$ cat src/rtl/logic_noise_sequencer_if.sv
// Control/config and audio bundle for logic_noise_sequencer.
interface logic_noise_sequencer_if #(
  parameter int NUM_VOICES = 8,
  parameter int STEP_W     = 3,
  parameter int DATA_W     = 16
);
  logic [NUM_VOICES-1:0] btn;
  logic                  cfg_we;
  logic                  cfg_sel;
  logic [3:0]            cfg_addr;
  logic [DATA_W-1:0]     cfg_data;
  logic [1:0]            mix_mode;
  logic [STEP_W-1:0]     step;
  logic                  step_tick;
  logic [NUM_VOICES-1:0] voice_out;
  logic                  audio_out;

  modport master (
    output btn, cfg_we, cfg_sel, cfg_addr,
    output cfg_data, mix_mode,
    input  step, step_tick, voice_out, audio_out
  );

  modport slave (
    input  btn, cfg_we, cfg_sel, cfg_addr,
    input  cfg_data, mix_mode,
    output step, step_tick, voice_out, audio_out
  );
endinterface

$ cat src/rtl/logic_noise_sequencer.sv
// N-voice square-wave sequencer with step gating and mixing.
// Define MIX_PWM_EN to turn mix mode 11 into a popcount PWM.
module logic_noise_sequencer #(
  parameter int NUM_VOICES = 8,
  parameter int PERIOD_W   = 16,
  parameter int STEPS      = 8,
  parameter int TEMPO_DIV  = 524288
) (
  input logic                      clk,
  input logic                      rst_n,
  logic_noise_sequencer_if.slave   bus
);
  localparam int STEP_W = $clog2(STEPS);
  localparam int TW     = $clog2(TEMPO_DIV);

  logic [NUM_VOICES-1:0] sq;
  logic [NUM_VOICES-1:0] active;
  logic [NUM_VOICES-1:0] gate;
  logic [TW-1:0]         tcnt;
  logic [STEP_W-1:0]     step_q;
  logic                  mix;

  for (genvar i = 0; i < NUM_VOICES; i++) begin : g_voice
    logic [PERIOD_W-1:0] period;
    logic [PERIOD_W-1:0] cnt;
    logic [STEPS-1:0]    pattern;
    logic                sq_q;
    logic                hit;

    // out-of-range addresses never match any voice
    assign hit = bus.cfg_we && (bus.cfg_addr == 4'(i));

    always_ff @(posedge clk or negedge rst_n) begin
      if (!rst_n) begin
        period  <= '0;
        pattern <= '0;
        cnt     <= '0;
        sq_q    <= 1'b0;
      end else begin
        if (hit && !bus.cfg_sel)
          period <= bus.cfg_data[PERIOD_W-1:0];
        if (hit && bus.cfg_sel)
          pattern <= bus.cfg_data[STEPS-1:0];
        if (period == '0) begin
          cnt  <= '0;
          sq_q <= 1'b0;
        end else if (cnt >= period - PERIOD_W'(1)) begin
          cnt  <= '0;
          sq_q <= ~sq_q;
        end else begin
          cnt <= cnt + PERIOD_W'(1);
        end
      end
    end

    assign sq[i]     = sq_q;
    assign active[i] = |period;
    assign gate[i]   = pattern[step_q] | bus.btn[i];
  end

  always_ff @(posedge clk or negedge rst_n) begin
    if (!rst_n) begin
      tcnt          <= '0;
      step_q        <= '0;
      bus.step_tick <= 1'b0;
    end else if (tcnt == TW'(TEMPO_DIV - 1)) begin
      tcnt          <= '0;
      bus.step_tick <= 1'b1;
      step_q        <= (step_q == STEP_W'(STEPS - 1))
                     ? '0 : step_q + STEP_W'(1);
    end else begin
      tcnt          <= tcnt + TW'(1);
      bus.step_tick <= 1'b0;
    end
  end

  assign bus.step = step_q;

`ifdef MIX_PWM_EN
  localparam int CW = $clog2(NUM_VOICES + 1);

  logic [CW-1:0] pcnt;
  logic [CW-1:0] sum;
  logic          pwm_bit;

  always_comb begin
    sum = '0;
    for (int i = 0; i < NUM_VOICES; i++)
      sum = sum + CW'(bus.voice_out[i]);
  end

  assign pwm_bit = pcnt < sum;

  always_ff @(posedge clk or negedge rst_n) begin
    if (!rst_n)
      pcnt <= '0;
    else if (pcnt == CW'(NUM_VOICES - 1))
      pcnt <= '0;
    else
      pcnt <= pcnt + CW'(1);
  end
`endif

  // AND only considers voices that have a nonzero period
  always_comb begin
    mix = 1'b0;
    unique case (bus.mix_mode)
      2'b00: mix = |bus.voice_out;
      2'b01: mix = ^bus.voice_out;
      2'b10: mix = (|active) & (&(bus.voice_out | ~active));
`ifdef MIX_PWM_EN
      2'b11: mix = pwm_bit;
`else
      2'b11: mix = 1'b0;
`endif
    endcase
  end

  always_ff @(posedge clk or negedge rst_n) begin
    if (!rst_n) begin
      bus.voice_out <= '0;
      bus.audio_out <= 1'b0;
    end else begin
      bus.voice_out <= sq & gate;
      bus.audio_out <= mix;
    end
  end
endmodule

$ cat src/flat_wrapper.sv
// flat-port wrapper written by rule: the top's interface ports become plain ports
module logic_noise_sequencer_flat 
#(
  parameter int NUM_VOICES = 8,
  parameter int PERIOD_W   = 16,
  parameter int STEPS      = 8,
  parameter int TEMPO_DIV  = 524288
)
  (clk, rst_n, bus_btn, bus_cfg_we, bus_cfg_sel, bus_cfg_addr, bus_cfg_data, bus_mix_mode, bus_step, bus_step_tick, bus_voice_out, bus_audio_out);
  logic_noise_sequencer_if #(.NUM_VOICES(NUM_VOICES), .STEP_W((3)), .DATA_W((8))) bus_i ();
  input logic clk;
  input logic rst_n;
  input wire logic [$bits(bus_i.btn)-1:0] bus_btn;
  input wire logic [$bits(bus_i.cfg_we)-1:0] bus_cfg_we;
  input wire logic [$bits(bus_i.cfg_sel)-1:0] bus_cfg_sel;
  input wire logic [$bits(bus_i.cfg_addr)-1:0] bus_cfg_addr;
  input wire logic [$bits(bus_i.cfg_data)-1:0] bus_cfg_data;
  input wire logic [$bits(bus_i.mix_mode)-1:0] bus_mix_mode;
  output wire logic [$bits(bus_i.step)-1:0] bus_step;
  output wire logic [$bits(bus_i.step_tick)-1:0] bus_step_tick;
  output wire logic [$bits(bus_i.voice_out)-1:0] bus_voice_out;
  output wire logic [$bits(bus_i.audio_out)-1:0] bus_audio_out;
  assign bus_i.btn = bus_btn;
  assign bus_i.cfg_we = bus_cfg_we;
  assign bus_i.cfg_sel = bus_cfg_sel;
  assign bus_i.cfg_addr = bus_cfg_addr;
  assign bus_i.cfg_data = bus_cfg_data;
  assign bus_i.mix_mode = bus_mix_mode;
  assign bus_step = bus_i.step;
  assign bus_step_tick = bus_i.step_tick;
  assign bus_voice_out = bus_i.voice_out;
  assign bus_audio_out = bus_i.audio_out;
  logic_noise_sequencer #(.NUM_VOICES(NUM_VOICES), .PERIOD_W(PERIOD_W), .STEPS(STEPS), .TEMPO_DIV(TEMPO_DIV)) u_core (.clk(clk), .rst_n(rst_n), .bus(bus_i));
endmodule
$ cat config.mk
export PLATFORM = sky130hd
export DESIGN_NAME = logic_noise_sequencer_flat
export DESIGN_NICKNAME = d
export VERILOG_FILES = /design/src/rtl/logic_noise_sequencer_if.sv /design/src/rtl/logic_noise_sequencer.sv /design/src/flat_wrapper.sv
export SDC_FILE = /design/constraint.sdc
export NUM_CORES = 1
export LEC_CHECK = 0
export ABC_AREA = 1
export CORE_MARGIN = 2
export CORE_UTILIZATION = 62
export CTS_CLUSTER_DIAMETER = 150
export DETAILED_ROUTE_END_ITERATION = 10
export PLACE_DENSITY = 0.76
export SLEW_MARGIN = 40
export SYNTH_ARGS = -nofsm -noshare
export SYNTH_HDL_FRONTEND = slang
export SYNTH_SLANG_ARGS = --single-unit
$ cat constraint.sdc
create_clock -name clk -period 4.1 [get_ports clk]
set_input_delay 0.82 -clock clk [delete_from_list [all_inputs] [get_ports clk]]
set_output_delay 0.82 -clock clk [all_outputs]
set_load 0.005 [all_outputs]
==> out/results.ini, run 1 <==
[placement]
io_buffers=38
hpwl_um=26100
place_congestion=0.815

[clocking]
h-tree-depth=2
clock_latency_ns=0.52
numCtsBuffers=35
cts_setup_buffers=0
cts_buffer_depth=3
cts_sinks=296
post_cts_resized=0
clk_pin_slew_ns=0.06
cts_root_buffer=clkbuf_16
cts_tree=built
ctsHoldBuffers=0

[status]
status=finished clean

[floorplanning]
fp-row-count=61
start_util_pct=62.9
die_w_um=172
ios=39
core-area_um2=27700
die_height_um=172
die_area_um2=29500

[worst_setup_path]
slowest_stage=ha_1
cpMostUsedCell=nand2_1
end_kind=flop
cp_max_fo=15
cpPeakStageDelay_ns=0.40
crit_type=reg2reg
r2r-end=u_core.g_voice[5].sq_q
crit_path_start=u_core.g_voice[5].period[0]
crit_chain=inv_1, ha_1, nand2_1, nor3_1, nand2_1, ha_1, a21oi_1, o211ai_1, nor2_2, nand2_2, nand2_1, nand2_1
rr_startpoint=u_core.g_voice[5].period[0]
r2r_slack_ns=1.35
arrival_ns=3.15
required_ns=4.50
cp-start-kind=flop
endpoint=u_core.g_voice[5].sq_q
reg2regPathDepth=12

[route]
drtAntennaViolNets=0
first_pass_iters=5
avgViaCountPerCell=5.42
wl_met2_um=18100
avgRoutedWirePerCell_um=14.5
drt_iter0_drc=906
routed_wl_um=37500
met1_length_um=17000
highest_layer=met4
drc=0
vias=14000
wl_met3_um=1540

[yosys]
yosysUniqueCellTypes=43
synth_nets=2317
synth_seq_cells=296
syn_inst=2135
syn_area_per_cell_um2=8.16
mappedNetlistArea_um2=17400
yosysSeqAreaShare_pct=42.5
yosys_warnings=0

[timing]
rsz0062_at_grt=false
tightest_slew_ns=0.816
setup_tns_ns=0
fin_worst_skew_ns=0.0117
layout_worst_path_cycle_share_pct=67.0
hold_violations=0
max_slew_margin_pct=45.6
fmax_mhz=364
min_period_ns=2.75
slew_viol_final=0
setup_viol=0

[job]
max-cap-violations=0

[cells_and_area]
num-fill-cells=2222
drive_gt1_share_pct=5.60
syn2layout_area_growth_pct=11.1
finish.utilization_pct=69.9
nNetsFinal=2353

[grt]
grt_overflow=0
grt_max_degree=111
grt_pass1_vias=13400
grt_pass1_wl_um=63800
grt_use_total_pct=26.6
antenna_found_initial=2

[power]
vdd_drop_max_uv=462
p_per_area_nw_per_um2=521
leakagePower_nw=9.71
p_total_mw=10.1

[min_path]
hold_class=in2async

==> registers in the layout (all words and copies together) (netlist names) <==
register / cells
u_core.g_voice.sq_q: 8
u_core.g_voice.period: 64
u_core.bus.step: 3
u_core.tcnt: 19
u_core.bus.audio_out: 1
u_core.bus.step_tick: 1
u_core.g_voice.pattern: 64
u_core.bus.voice_out: 8
u_core.g_voice.cnt: 128
==> placed cells by master, fill, tap and decap left out, drive strengths merged <==
cell           synthesis  routed
a21oi                 64      64
a31oi                  7       7
buf                   17       8
bufinv                 0       1
clkbuf                29      53
clkdlybuf4s50          0      37
clkinv                 3       8
clkinvlp               0       3
dfrtp                296     296
diode                  0       2
ha                   156     156
inv                  211     211
nand2                526     526
nand3                123     123
nand3b                 4       4
nand4                 34      34
nor2                 284     284
nor3                  26      26
nor3b                  6       6
nor4                   5       5
o211ai                21      21
o21a                   4       4
o21ai                159     159
o21bai                21      21
o22ai                  1       1
o31ai                  1       1
or2                    7       7
xnor2                 46      46
xor2                  84      84
==> Yosys cell counts <==
master,number,share of area [%]
buf_2,7,0.20
nand3_4,2,0.20
buf_12,1,0.11
inv_1,209,4.5
a31oi_1,7,0.25
dfrtp_1,296,43
nor4_1,5,0.18
nand3_1,118,3.4
nor3_1,26,0.75
nor2_2,14,0.50
or2_0,1,0.036
nor2_1,263,5.7
o211ai_1,19,0.82
ha_1,156,11
or2_2,3,0.11
or2_1,3,0.11
clkbuf_1,29,0.62
a21oi_4,1,0.093
inv_2,2,0.043
o22ai_1,1,0.036
a21oi_2,2,0.10
o31ai_1,1,0.043
o21ai_1,1,0.029
o21a_1,4,0.17
o21ai_2,1,0.050
o21bai_1,21,0.90
nand3_2,3,0.17
clkinv_4,1,0.050
nor2_4,7,0.45
buf_1,1,0.022
o211ai_2,2,0.14
buf_6,6,0.39
nand2_1,510,11
clkinv_1,2,0.043
xor2_1,84,4.2
buf_4,2,0.086
nand3b_1,4,0.17
nand4_1,34,1.2
xnor2_1,46,2.3
o21ai_0,157,4.5
a21oi_1,61,1.8
nor3b_1,6,0.26
nand2_2,16,0.57
==> metal layers <==
| metal | vias up | global-route usage [%] |
|---|---|---|
| li1 | 7018 | - |
| met1 | 6627 | 35.4 |
| met2 | 259 | 45.5 |
| met3 | 68 | 3.54 |
| met4 | 0 | 8.18 |
| met5 | - | 0 |
==> worst min path at each step <==
stage | start | to | slack [ns]
after global routing | rst_n | u_core.g_voice[0].cnt[12] | 0.27
after floorplan | u_core.g_voice[3].cnt[0] | u_core.g_voice[3].cnt[0] | 0.45
after detailed placement | u_core.g_voice[1].pattern[2] | u_core.g_voice[1].pattern[2] | 0.47
after CTS | rst_n | u_core.g_voice[0].cnt[11] | 0.40
final | rst_n | u_core.g_voice[0].cnt[10] | 0.24
after global placement | u_core.g_voice[5].period[0] | u_core.g_voice[5].period[0] | 0.47
==> through the flow <==
| stage | cells | cell area, µm² | worst slack (ns) | hold slack (ns) |
|---|---|---|---|---|
| after floorplan | 2135 | 17400 | 1.72 | 0.449 |
| after global placement | 2511 | 18100 | 1.47 | 0.467 |
| after detailed placement | 2511 | 18100 | 1.38 | 0.473 |
| after CTS | 2573 | 19300 | 1.35 | 0.399 |
| after global routing | 2574 | 19300 | 1.03 | 0.273 |
| final | 2576 | 19400 | 1.35 | 0.241 |
==> layout make-up <==
cell class	count	area, µm²	share of cell area [%]
tap	378	473	2.44
timing repair buffer	45	495	2.56
sequential	296	7410	38.3
clock buffer	53	1130	5.82
multi-input combinational	1579	8960	46.3
inverter	214	810	4.18
clock inverter	9	77.6	0.401
antenna	2	5.00	0.0259
==> cells by family (layout without fill, tap and decap cells) <==
kind of cell / after synthesis / after routing / share of synthesized area, %
flip-flops: 296 / 296 / 42.5
AND/OR/NAND/NOR: 1015 / 1015 / 24.8
adder cells (fa/ha/maj): 156 / 156 / 11.2
AO/OA/AOI/OAI: 278 / 278 / 8.90
XOR/XNOR: 130 / 130 / 6.53
other: 0 / 2 / 0
buffers and inverters: 260 / 321 / 6.07
==> report_power, final <==
part / switching (mW) / internal (mW)
logic: 1.78 / 1.26
registers: 0.473 / 3.41
clock network: 1.21 / 1.95
==> worst max-delay path: cells and delay by family, from the launching register on <==
family | cells | cell delay, ns
buffers and inverters | 1 | 0.16
AND/OR/NAND/NOR | 7 | 1.19
AO/OA/AOI/OAI | 2 | 0.29
flip-flops | 1 | 0.38
adder cells (fa/ha/maj) | 2 | 0.62
Power figures use the tool's default switching activity.
==> inputs of run 2 (changes only) <==
==> constraint.sdc (replaced) <==
create_clock -name clk -period 2.6 [get_ports clk]
set_input_delay 0.52 -clock clk [delete_from_list [all_inputs] [get_ports clk]]
set_output_delay 0.52 -clock clk [all_outputs]
set_load 0.005 [all_outputs]
==> out/results.ini, run 2 (synthesis results as in run 1) <==
[worst_setup_path]
cp-start-kind=flop
crit_type=reg2reg
end_kind=flop
cp_max_fo=8  ; -7
arrival_ns=2.92  ; -0.23 ns
required_ns=3.00  ; -1.50 ns

[grt]
grt_use_total_pct=27.0  ; +0.34 points
grtUsageMet3_pct=3.82  ; +0.28 points
grt_pass1_vias=13800  ; +2.6%
antenna_found_initial=1  ; -1
busiest_layer=met2
grt_util_met2_pct=47.4  ; +1.9 points
grt_pass1_wl_um=64700  ; +1.4%
grt_overflow=0  ; unchanged
grt_max_degree=78  ; -30%
gr-usage-met1_pct=35.0  ; -0.47 points

[clocking]
cts_sinks=296  ; unchanged
clk_pin_slew_ns=0.06  ; about the same
clock_latency_ns=0.52  ; about the same
cts_root_buffer=clkbuf_16
cts_tree=built
h-tree-depth=2  ; unchanged
cts_buffer_depth=3  ; unchanged
numCtsBuffers=34  ; -2.9%

[timing]
fmax_mhz=397  ; +9.0%
slew_viol_final=0  ; unchanged
fin_worst_skew_ns=0.0124  ; +0.000787 ns
layout_worst_path_cycle_share_pct=96.9  ; +30 points
tightest_slew_ns=0.508  ; -0.307 ns
hold_ws_ns=0.485  ; +0.244 ns
setup_tns_ns=0  ; unchanged
hold_violations=0  ; unchanged
setup_viol=0  ; unchanged
min_period_ns=2.52  ; -0.227 ns
max_slew_margin_pct=66.0  ; +20 points

[cells_and_area]
finish.utilization_pct=71.5  ; +1.7 points
nNetsFinal=2389  ; +1.5%
reg.largest.list=u_core.g_voice.cnt (128), u_core.g_voice.pattern (64), u_core.g_voice.period (64)
final_cell_mix=nand2_1 (504), dfrtp_1 (296), nor2_1 (261), inv_1 (208), o21ai_0 (156)
regMostFlops=u_core.g_voice.cnt
syn2layout_area_growth_pct=13.7
mostFrequentLayoutCell=nand2_1
drive_gt1_share_pct=7.66  ; +2.1 points
largest_register_ffs=128  ; unchanged

[floorplanning]
die_height_um=172  ; unchanged
start_util_pct=62.9  ; unchanged
die_w_um=172  ; unchanged
die_area_um2=29500  ; unchanged
core-area_um2=27700  ; unchanged
fp-row-count=61  ; unchanged
ios=39  ; unchanged

[power]
leakagePower_nw=9.92  ; +2.2%
p_total_mw=16.4  ; +63%
vdd_drop_max_uv=709  ; +53%
p_per_area_nw_per_um2=829  ; +59%

[route]
routed_wl_um=38300  ; +2.1%
first_pass_iters=5  ; unchanged
drc=0  ; unchanged
drt_iter0_drc=966  ; +6.6%
drtAntennaViolNets=0  ; unchanged
avgRoutedWirePerCell_um=14.7  ; +0.80%
vias=14200  ; +1.8%
avgViaCountPerCell=5.45  ; +0.43%

[min_path]
hold_class=reg2reg

[job]
max-cap-violations=0  ; unchanged

[placement]
hpwl_um=26000  ; -0.38%
io_buffers=38  ; unchanged
place_congestion=0.828  ; +1.6%

[status]
status=finished clean

==> run 2: critical path, stage by stage (launching register included) <==
cell	delay [ns]
dfrtp_1	0.41
inv_2	0.08
ha_2	0.19
nand2_2	0.09
nor3_4	0.22
nand2_4	0.15
ha_1	0.32
nand2_1	0.09
o21ai_0	0.25
nand2_1	0.11
nand2_1	0.13
nor2_4	0.06
buf_4	0.15
nand2_4	0.10
nor2_1	0.06
==> run 2: power by group <==
part	internal [mW]	total (mW)	switching [mW]
Clock	3.30	5.23	1.93
Combinational	2.14	5.09	2.95
Sequential	5.38	6.10	0.725
==> run 2: stage by stage <==
stage	area, µm²	instances	worst slack, ns
6_report	19800	2610	0.0817
5_1_grt	19800	2610	-0.0344
4_1_cts	19600	2604	0.0199
3_5_place_dp	18400	2543	-0.0283
3_3_place_gp	18400	2543	0.0995
2_1_floorplan	17400	2135	0.224
==> run 2: layout make-up <==
class                      instances  area [µm²]
sequential                       296        7410
tap                              378         473
timing repair buffer              81         748
inverter                         214         808
fill                            2195        7900
clock inverter                    11         211
multi-input combinational       1580        9150
antenna                            1        2.50
clock buffer                      49        1010
==> run 2: worst paths after layout <==
kind,from,end,slack (ns),cells after the start
max,u_core.g_voice[6].period[0],u_core.g_voice[6].cnt[10],0.08,14
min reg2reg,u_core.g_voice[2].pattern[5],u_core.g_voice[2].pattern[5],0.48,2
max reg2reg,u_core.g_voice[6].period[0],u_core.g_voice[6].cnt[10],0.08,14
min,u_core.g_voice[2].pattern[5],u_core.g_voice[2].pattern[5],0.48,2
min in group asynchronous,rst_n,u_core.g_voice[0].cnt[6],0.53,2
max in group asynchronous,rst_n,u_core.g_voice[6].pattern[0],1.27,3
==> run 2: routing by layer <==
layer / vias up / part of all wire (%) / routed length (µm)
met4: 0 / 2.3 / 888
met1: 6816 / 45 / 17100
li1: 7087 / - / -
met5: - / 0 / 0
met3: 54 / 4.1 / 1590
met2: 260 / 49 / 18700
==> run 2: repair_timing <==
item                       4_1_cts  5_1_grt
setup endpoints to repair       11       83
hold endpoints to repair        54        0
resized for setup                2       35
hold buffers                     1        0
setup buffers                    0        4
gates cloned                     0        1
pin swaps                        0        8
